$ cat config.mk
export PLATFORM = sky130hd
export DESIGN_NAME = pot_scan_sequencer
export DESIGN_NICKNAME = d
export VERILOG_FILES = /design/src/rtl/pot_scan_sequencer.sv
export SDC_FILE = /design/constraint.sdc
export NUM_CORES = 1
export LEC_CHECK = 0
export ABC_AREA = 1
export CAP_MARGIN = 0
export CORE_UTILIZATION = 45
export CTS_BUF_LIST = sky130_fd_sc_hd__clkbuf_4 sky130_fd_sc_hd__clkbuf_8 sky130_fd_sc_hd__clkbuf_16
export DETAILED_ROUTE_END_ITERATION = 8
export PLACE_DENSITY = 0.75
export SYNTH_ARGS = -nofsm -noshare
export SYNTH_HDL_FRONTEND = slang
export SYNTH_SLANG_ARGS = --single-unit
$ cat constraint.sdc
create_clock -name clk -period 1.4 [get_ports clk]
set_input_delay 0.14 -clock clk [delete_from_list [all_inputs] [get_ports clk]]
set_output_delay 0.14 -clock clk [all_outputs]
set_load 0.03 [all_outputs]
$ cat src/rtl/pot_scan_sequencer.sv
// Round-robin scanner of the six equalizer slide pots through the A2D SPI master.
// Optional build macro POT_AVG_EN: each register update becomes a rounded 2-tap running average.
module pot_scan_sequencer #(
  parameter int          SCAN_GAP = 256,
  parameter int          TIMEOUT  = 4096,
  parameter logic [2:0]  CH_LP    = 3'd1,
  parameter logic [2:0]  CH_B1    = 3'd0,
  parameter logic [2:0]  CH_B2    = 3'd4,
  parameter logic [2:0]  CH_B3    = 3'd2,
  parameter logic [2:0]  CH_HP    = 3'd3,
  parameter logic [2:0]  CH_VOL   = 3'd7
) (
  input  logic        clk,
  input  logic        RST_n,
  output logic        a2d_strt,
  output logic [2:0]  chnnl,
  input  logic        cnv_cmplt,
  input  logic [11:0] res,
  output logic [11:0] POT_LP,
  output logic [11:0] POT_B1,
  output logic [11:0] POT_B2,
  output logic [11:0] POT_B3,
  output logic [11:0] POT_HP,
  output logic [11:0] VOLUME,
  output logic        sweep_done,
  output logic        timeout_err
);

  localparam int GAP_W = (SCAN_GAP > 1) ? $clog2(SCAN_GAP) : 1;
  localparam int TMO_W = (TIMEOUT > 1) ? $clog2(TIMEOUT) : 1;
  localparam logic [GAP_W-1:0] GAP_LAST = GAP_W'(SCAN_GAP - 1);
  localparam logic [TMO_W-1:0] TMO_LAST = TMO_W'(TIMEOUT - 1);

  typedef enum logic [1:0] {S_GAP, S_START, S_WAIT} state_t;
  typedef enum logic [2:0] {
    SLOT_LP, SLOT_B1, SLOT_B2, SLOT_B3, SLOT_HP, SLOT_VOL
  } slot_t;

  state_t            state;
  slot_t             slot;
  logic [GAP_W-1:0]  gap_cnt;
  logic [TMO_W-1:0]  tmo_cnt;
  logic [11:0]       new_val;

  // NOTE: combinational blocks assign a default first so no path can infer a latch.
  always_comb begin
    chnnl = CH_LP;
    case (slot)
      SLOT_LP:  chnnl = CH_LP;
      SLOT_B1:  chnnl = CH_B1;
      SLOT_B2:  chnnl = CH_B2;
      SLOT_B3:  chnnl = CH_B3;
      SLOT_HP:  chnnl = CH_HP;
      SLOT_VOL: chnnl = CH_VOL;
      default:  chnnl = CH_LP;
    endcase
  end

`ifdef POT_AVG_EN
  logic [11:0] old_val;

  always_comb begin
    old_val = POT_LP;
    case (slot)
      SLOT_LP:  old_val = POT_LP;
      SLOT_B1:  old_val = POT_B1;
      SLOT_B2:  old_val = POT_B2;
      SLOT_B3:  old_val = POT_B3;
      SLOT_HP:  old_val = POT_HP;
      SLOT_VOL: old_val = VOLUME;
      default:  old_val = POT_LP;
    endcase
  end

  // 13-bit sum keeps the carry; the +1 rounds the halving up.
  assign new_val = 12'(({1'b0, old_val} + {1'b0, res} + 13'd1) >> 1);
`else
  assign new_val = res;
`endif

  // NOTE: all sequential state uses non-blocking assignments so every register samples pre-edge values.
  always_ff @(posedge clk or negedge RST_n) begin
    if (!RST_n) begin
      state       <= S_GAP;
      slot        <= SLOT_LP;
      gap_cnt     <= '0;
      tmo_cnt     <= '0;
      a2d_strt    <= 1'b0;
      sweep_done  <= 1'b0;
      timeout_err <= 1'b0;
      POT_LP      <= 12'h800;
      POT_B1      <= 12'h800;
      POT_B2      <= 12'h800;
      POT_B3      <= 12'h800;
      POT_HP      <= 12'h800;
      VOLUME      <= 12'h000;
    end else begin
      a2d_strt   <= 1'b0;
      sweep_done <= 1'b0;
      case (state)
        S_GAP: begin
          if (gap_cnt == GAP_LAST) begin
            gap_cnt <= '0;
            state   <= S_START;
          end else begin
            gap_cnt <= gap_cnt + 1'b1;
          end
        end
        S_START: begin
          a2d_strt <= 1'b1;
          tmo_cnt  <= '0;
          state    <= S_WAIT;
        end
        S_WAIT: begin
          // Completion is tested first so it wins over a coincident timeout.
          if (cnv_cmplt) begin
            case (slot)
              SLOT_LP:  POT_LP <= new_val;
              SLOT_B1:  POT_B1 <= new_val;
              SLOT_B2:  POT_B2 <= new_val;
              SLOT_B3:  POT_B3 <= new_val;
              SLOT_HP:  POT_HP <= new_val;
              SLOT_VOL: VOLUME <= new_val;
              default:  ;
            endcase
            if (slot >= SLOT_VOL) begin
              slot       <= SLOT_LP;
              sweep_done <= 1'b1;
            end else begin
              slot <= slot_t'(slot + 3'd1);
            end
            gap_cnt <= '0;
            state   <= S_GAP;
          end else if (tmo_cnt == TMO_LAST) begin
            timeout_err <= 1'b1;
            gap_cnt     <= '0;
            state       <= S_GAP;
          end else begin
            tmo_cnt <= tmo_cnt + 1'b1;
          end
        end
        default: state <= S_GAP;
      endcase
    end
  end

endmodule

# Word level (Yosys, flattened, before mapping)
# Cells that the tools add are included.
# totals
out_inout_bits	78
latchBits	0
n_memories	0
rom_bits	0
regBits	100
ramBits	0
# classes
n_reduce_logical	15
div_mod_pow	0
addsub	3
n_shift	0
n_mux	17
n_eq_ne	13
mul	0
bitwise	1
magnitude_cmp	1
# ops
cell	n
12-bit 2-to-1 mux	2
8-bit 2-to-1 mux	3
12-bit case mux with 2 select lines	1
3-bit AND reduction	8
8-bit case mux with 2 select lines	1
3-bit case mux with 5 select lines	1
12-bit by 1-bit adder with 12-bit output (second input constant)	1
12-bit equality test (second input constant)	1
8-bit by 1-bit adder with 8-bit output (second input constant)	1
8-bit equality test (second input constant)	1
3-bit by 2-bit equality test with 1-bit output (second input constant)	2
3-bit equality test (second input constant)	2
2-bit 2-to-1 mux	3
2-bit inequality test (second input constant)	3
2-bit case mux with 3 select lines	1
2-bit AND reduction	3
1-bit 2-to-1 mux	4
2-bit nonzero test	2
3-bit by 1-bit adder with 3-bit output (second input constant)	1
3-bit by 1-bit equality test with 1-bit output (second input constant)	1
3-bit >= comparator (second input constant)	1
3-bit logical NOT	1
3-bit 2-to-1 mux	1
3-bit inequality test (second input constant)	1
other kinds (4)	4

# Depth between registers and ports, before layout
# logic_depth
word_depth	4
ltp_mapped	9
mapped_depth_nobuf	9

# Least setup slack after synthesis
# Ideal clock, no wire load.
# synth_timing
path_type	register -> output
from	reg slot[0]
to	out chnnl[0]
slack_ps	-338
path_stages_with_launch	6
n_path_buf	0
arrival_ps	1598
path_cell_list	dfrtp_1 -> ha_1 -> ha_1 -> inv_1 -> nand2_1 -> o21ai_0
# synth_between
elab_chain_cells	2
word_cells_on_any_way	6
cone_classes	5 x eq/ne; 1 x mux
# synth_lines
element	line_no	text
start: declaration	40	slot_t slot;
start signal: assignment	130	slot <= slot_t'(slot + 3'd1);
3-bit equality test, or another cell as far along	48	case (slot)
3-bit case mux with 5 select lines (*)	48	
end: declaration	16	output logic [2:0] chnnl,
# Every way passes the cells marked *; elsewhere a longest branch is shown, timed or not.

# Final worst setup path
# layout_timing
from	reg slot[1]
to	out chnnl[0]
# Same word-level chain as after synthesis.

==> results.yml <==
routing:
  routed_wl_mm: 16.3
  via_count: 4233
  post-route-drc-count: 5
  drt-vias-per-instance: 5.81
  drtAntennaViolNets: 0
  wl_per_cell_um: 22.5
  drt_iter0_markers: 329
  drt-pass1-iter-count: 9
placement:
  dp_hpwl_mm: 7.67
  placed_area_um2: 5490
  io_buffers: 92
  place_congestion: 0.890
cts:
  cts_tree: "yes"
  cts-buffers-inserted: 9
  clk_latency_ns: 0.38
  clockBufferDepth: 2
  htreeDepth: 3
  cts.sinks: 100
  path_clk_slew_ns: 0.11
  cts_root_buffer: "clkbuf_8"
logic_synthesis:
  synth-seq-cells: 100
  yosysUniqueCellTypes: 30
  netlist_area_um2: 4160
  synthFlopType: "dfrtp_1"
  synth_most_common_cell: "dfrtp_1"
  synth_cells: 451
  syn_avg_cell_area_um2: 9.23
  synth_edf_count: 0
  synth_commonest_cells: "95 x dfrtp_1, 82 x nor2_1, 79 x nand2_1, 61 x a21oi_1, 35 x inv_1"
  synth_top_cell_by_area: "dfrtp_1"
  synth_top_area_share_pct: 57.1
  yosysSeqAreaShare_pct: 60.3
  ys_warn_count: 0
  synth_async_sr_flop_share_pct: 100
  syn_nets: 473
  synth_area_leaders: "dfrtp_1 57%, nor2_1 7.4%, a21oi_1 7.3%"
grt:
  grt_pass1_vias: 3829
  antenna_found_initial: 0
  grt_pass1_wl_mm: 19.8
  grtUsageTotal_pct: 26.6
  grt_max_degree: 32
  grt.overflow.total: 0
die:
  dieWidth_um: 98.2
  core_um2: 8850
  rows: 34
  initial_core_util_pct: 47.0
  die_y_um: 98.2
  io_pins: 93
  die_area_um2: 9640
timing:
  finalCritPeriodShare_pct: 123
  maxSlewViolCount: 0
  report.final.hold_viol_count: 0
  worst_hold_slack_ns: 0.176
  fmax_ghz: 0.580
  worstMarginPinSlew_ns: 0.482
  setup_viol: 91
  rsz0062_at_grt: "true"
  setup_ws_ns: -0.323
  layout_min_cycle_time_ns: 1.72
  skew_ns: 0.0220
  slew_headroom_pct: 67.8
power:
  power_w: 0.00838
  p_per_area_nw_per_um2: 1160
  leakagePower_nw: 3.50
  vdd_drop_max_v: 0.000654
critical_path:
  crit-reg2reg-launch: "state[0]$_DFFE_PN0P_"
  worstPathMaxFanout: 4
  reg2reg_slack_ns: -0.27
  cp_slowest_cell: "dfrtp_1"
  crit_chain: "ha_2 -> ha_4 -> inv_2 -> nand2_2 -> o21ai_2 -> buf_6"
  worstPathArrival_ns: 1.58
  end_kind: "primary output"
  reg2reg_depth: 10
  path_class: "reg -> out"
  cp_top_family: "flip-flops"
  startpoint_type: "register"
  cpPeakStageDelay_ns: 0.45
  startpoint: "slot[1]$_DFFE_PN0P_"
  crit_end: "chnnl[0]"
  worst_ep_required_time_ns: 1.26
  critical_path.reg2reg.endpoint: "VOLUME[3]$_DFFE_PN0P_"
  crit_buf_inv: 2
  crit_cells: 6
cells_and_area:
  final_nets: 637
  syn2layout_area_growth_pct: 74.2
  n_antenna_cell: 0
  multi_input_area_um2: 2480
  drive_gt1_share_pct: 50.5
  utilization_pct: 82.0
  fillCellCount: 424
  fin_area_um2: 7250
  seqCellArea_um2: 2510
outcome:
  status: "complete, but fails checks"
  violations: "design-rule violations, negative setup slack"
min_path:
  min_path_type: "in -> async"
job:
  cap_violations: 0
-- where the power goes --
group	switching, W	total (W)	internal (W)
clock network	0.00110	0.00181	0.000703
registers	0.000495	0.00377	0.00328
logic	0.00162	0.00280	0.00118
-- registers in the layout (all words and copies together), names as in the netlist, 2 cells and up --
signal and flops:
state 2, slot 3, POT_B2 12, POT_B3 12
POT_LP 12, tmo_cnt 12, gap_cnt 8, POT_HP 12
POT_B1 12, VOLUME 12
-- worst reg2reg max path, stage by stage, from the launching register on --
cell,delay [ns]
dfrtp_1,0.41
inv_2,0.11
nand2_4,0.07
inv_4,0.07
nand2_8,0.06
buf_12,0.14
buf_8,0.13
nor2_4,0.25
clkbuf_16,0.24
nor2_4,0.04
a21oi_2,0.10
-- placed cells by master, fill, tap and decap left out, types with 7 or more instances in the layout --
cell             instances
o21ai_2                  8
nor2_2                  18
nand2_2                 19
clkbuf_8                 9
nand3_1                 13
nand2_4                 10
o21ai_1                 11
nand2_1                 49
nor2_4                  56
nand3_2                  8
dlygate4sd2_1           65
a21oi_2                 60
inv_1                   29
clkdlybuf4s50_1         13
dfrtp_1                 93
buf_4                   35
nor2_1                  11
buf_6                   19
buf_12                  11
inv_2                    7
-- routing by layer --
layer	routed length, um	global-route usage [%]	vias up
li1	-	-	1791
met1	6240	35.0	2159
met2	8580	44.6	225
met3	898	4.01	58
met4	625	10.2	0
met5	0	0	-
-- timing repair --
| action | in CTS | in global routing |
|---|---|---|
| hold buffers | 1 | 0 |
| hold endpoints to repair | 95 | 0 |
| resized for setup | 176 | 247 |
| setup buffers | 21 | 9 |
| setup endpoints to repair | 144 | 100 |
| gates cloned | 7 | 10 |
| pin swaps | 11 | 35 |
-- per-stage QoR --
stage / setup TNS [ns] / std cells / worst slack, ns
after floorplan: 0 / 451 / 0.00186
after global placement: -1.22 / 670 / -0.0533
after detailed placement: -3.66 / 670 / -0.134
after CTS: -4.90 / 715 / -0.322
after global routing: -19.88 / 728 / -0.377
final: -15.15 / 728 / -0.323
-- logic make-up after synthesis --
kind of cell | share of synthesized area (%)
AO/OA/AOI/OAI | 10.6
XOR/XNOR | 0.842
buffers and inverters | 5.26
AND/OR/NAND/NOR | 20.9
flip-flops | 60.3
adder cells (fa/ha/maj) | 2.10
-- worst min path at each step --
stage	to	slack, ns
6_report	gap_cnt[5]$_DFFE_PN0P_	0.18
5_1_grt	gap_cnt[4]$_DFFE_PN0P_	0.19
4_1_cts	gap_cnt[0]$_DFFE_PN0P_	0.18
3_5_place_dp	tmo_cnt[11]$_DFFE_PN0P_	0.03
3_3_place_gp	tmo_cnt[10]$_DFFE_PN0P_	0.03
2_1_floorplan	POT_B1[0]$_DFFE_PN0P_	-0.16
-- cell type report --
type,instances,share of cell area [%]
Multi-Input combinational cell,299,34.1
Inverter,39,2.23
Timing Repair Buffer,166,24.6
Tap cell,108,1.86
Sequential cell,100,34.6
Clock buffer,10,1.81
Clock inverter,6,0.759
Power figures use the tool's default switching activity.
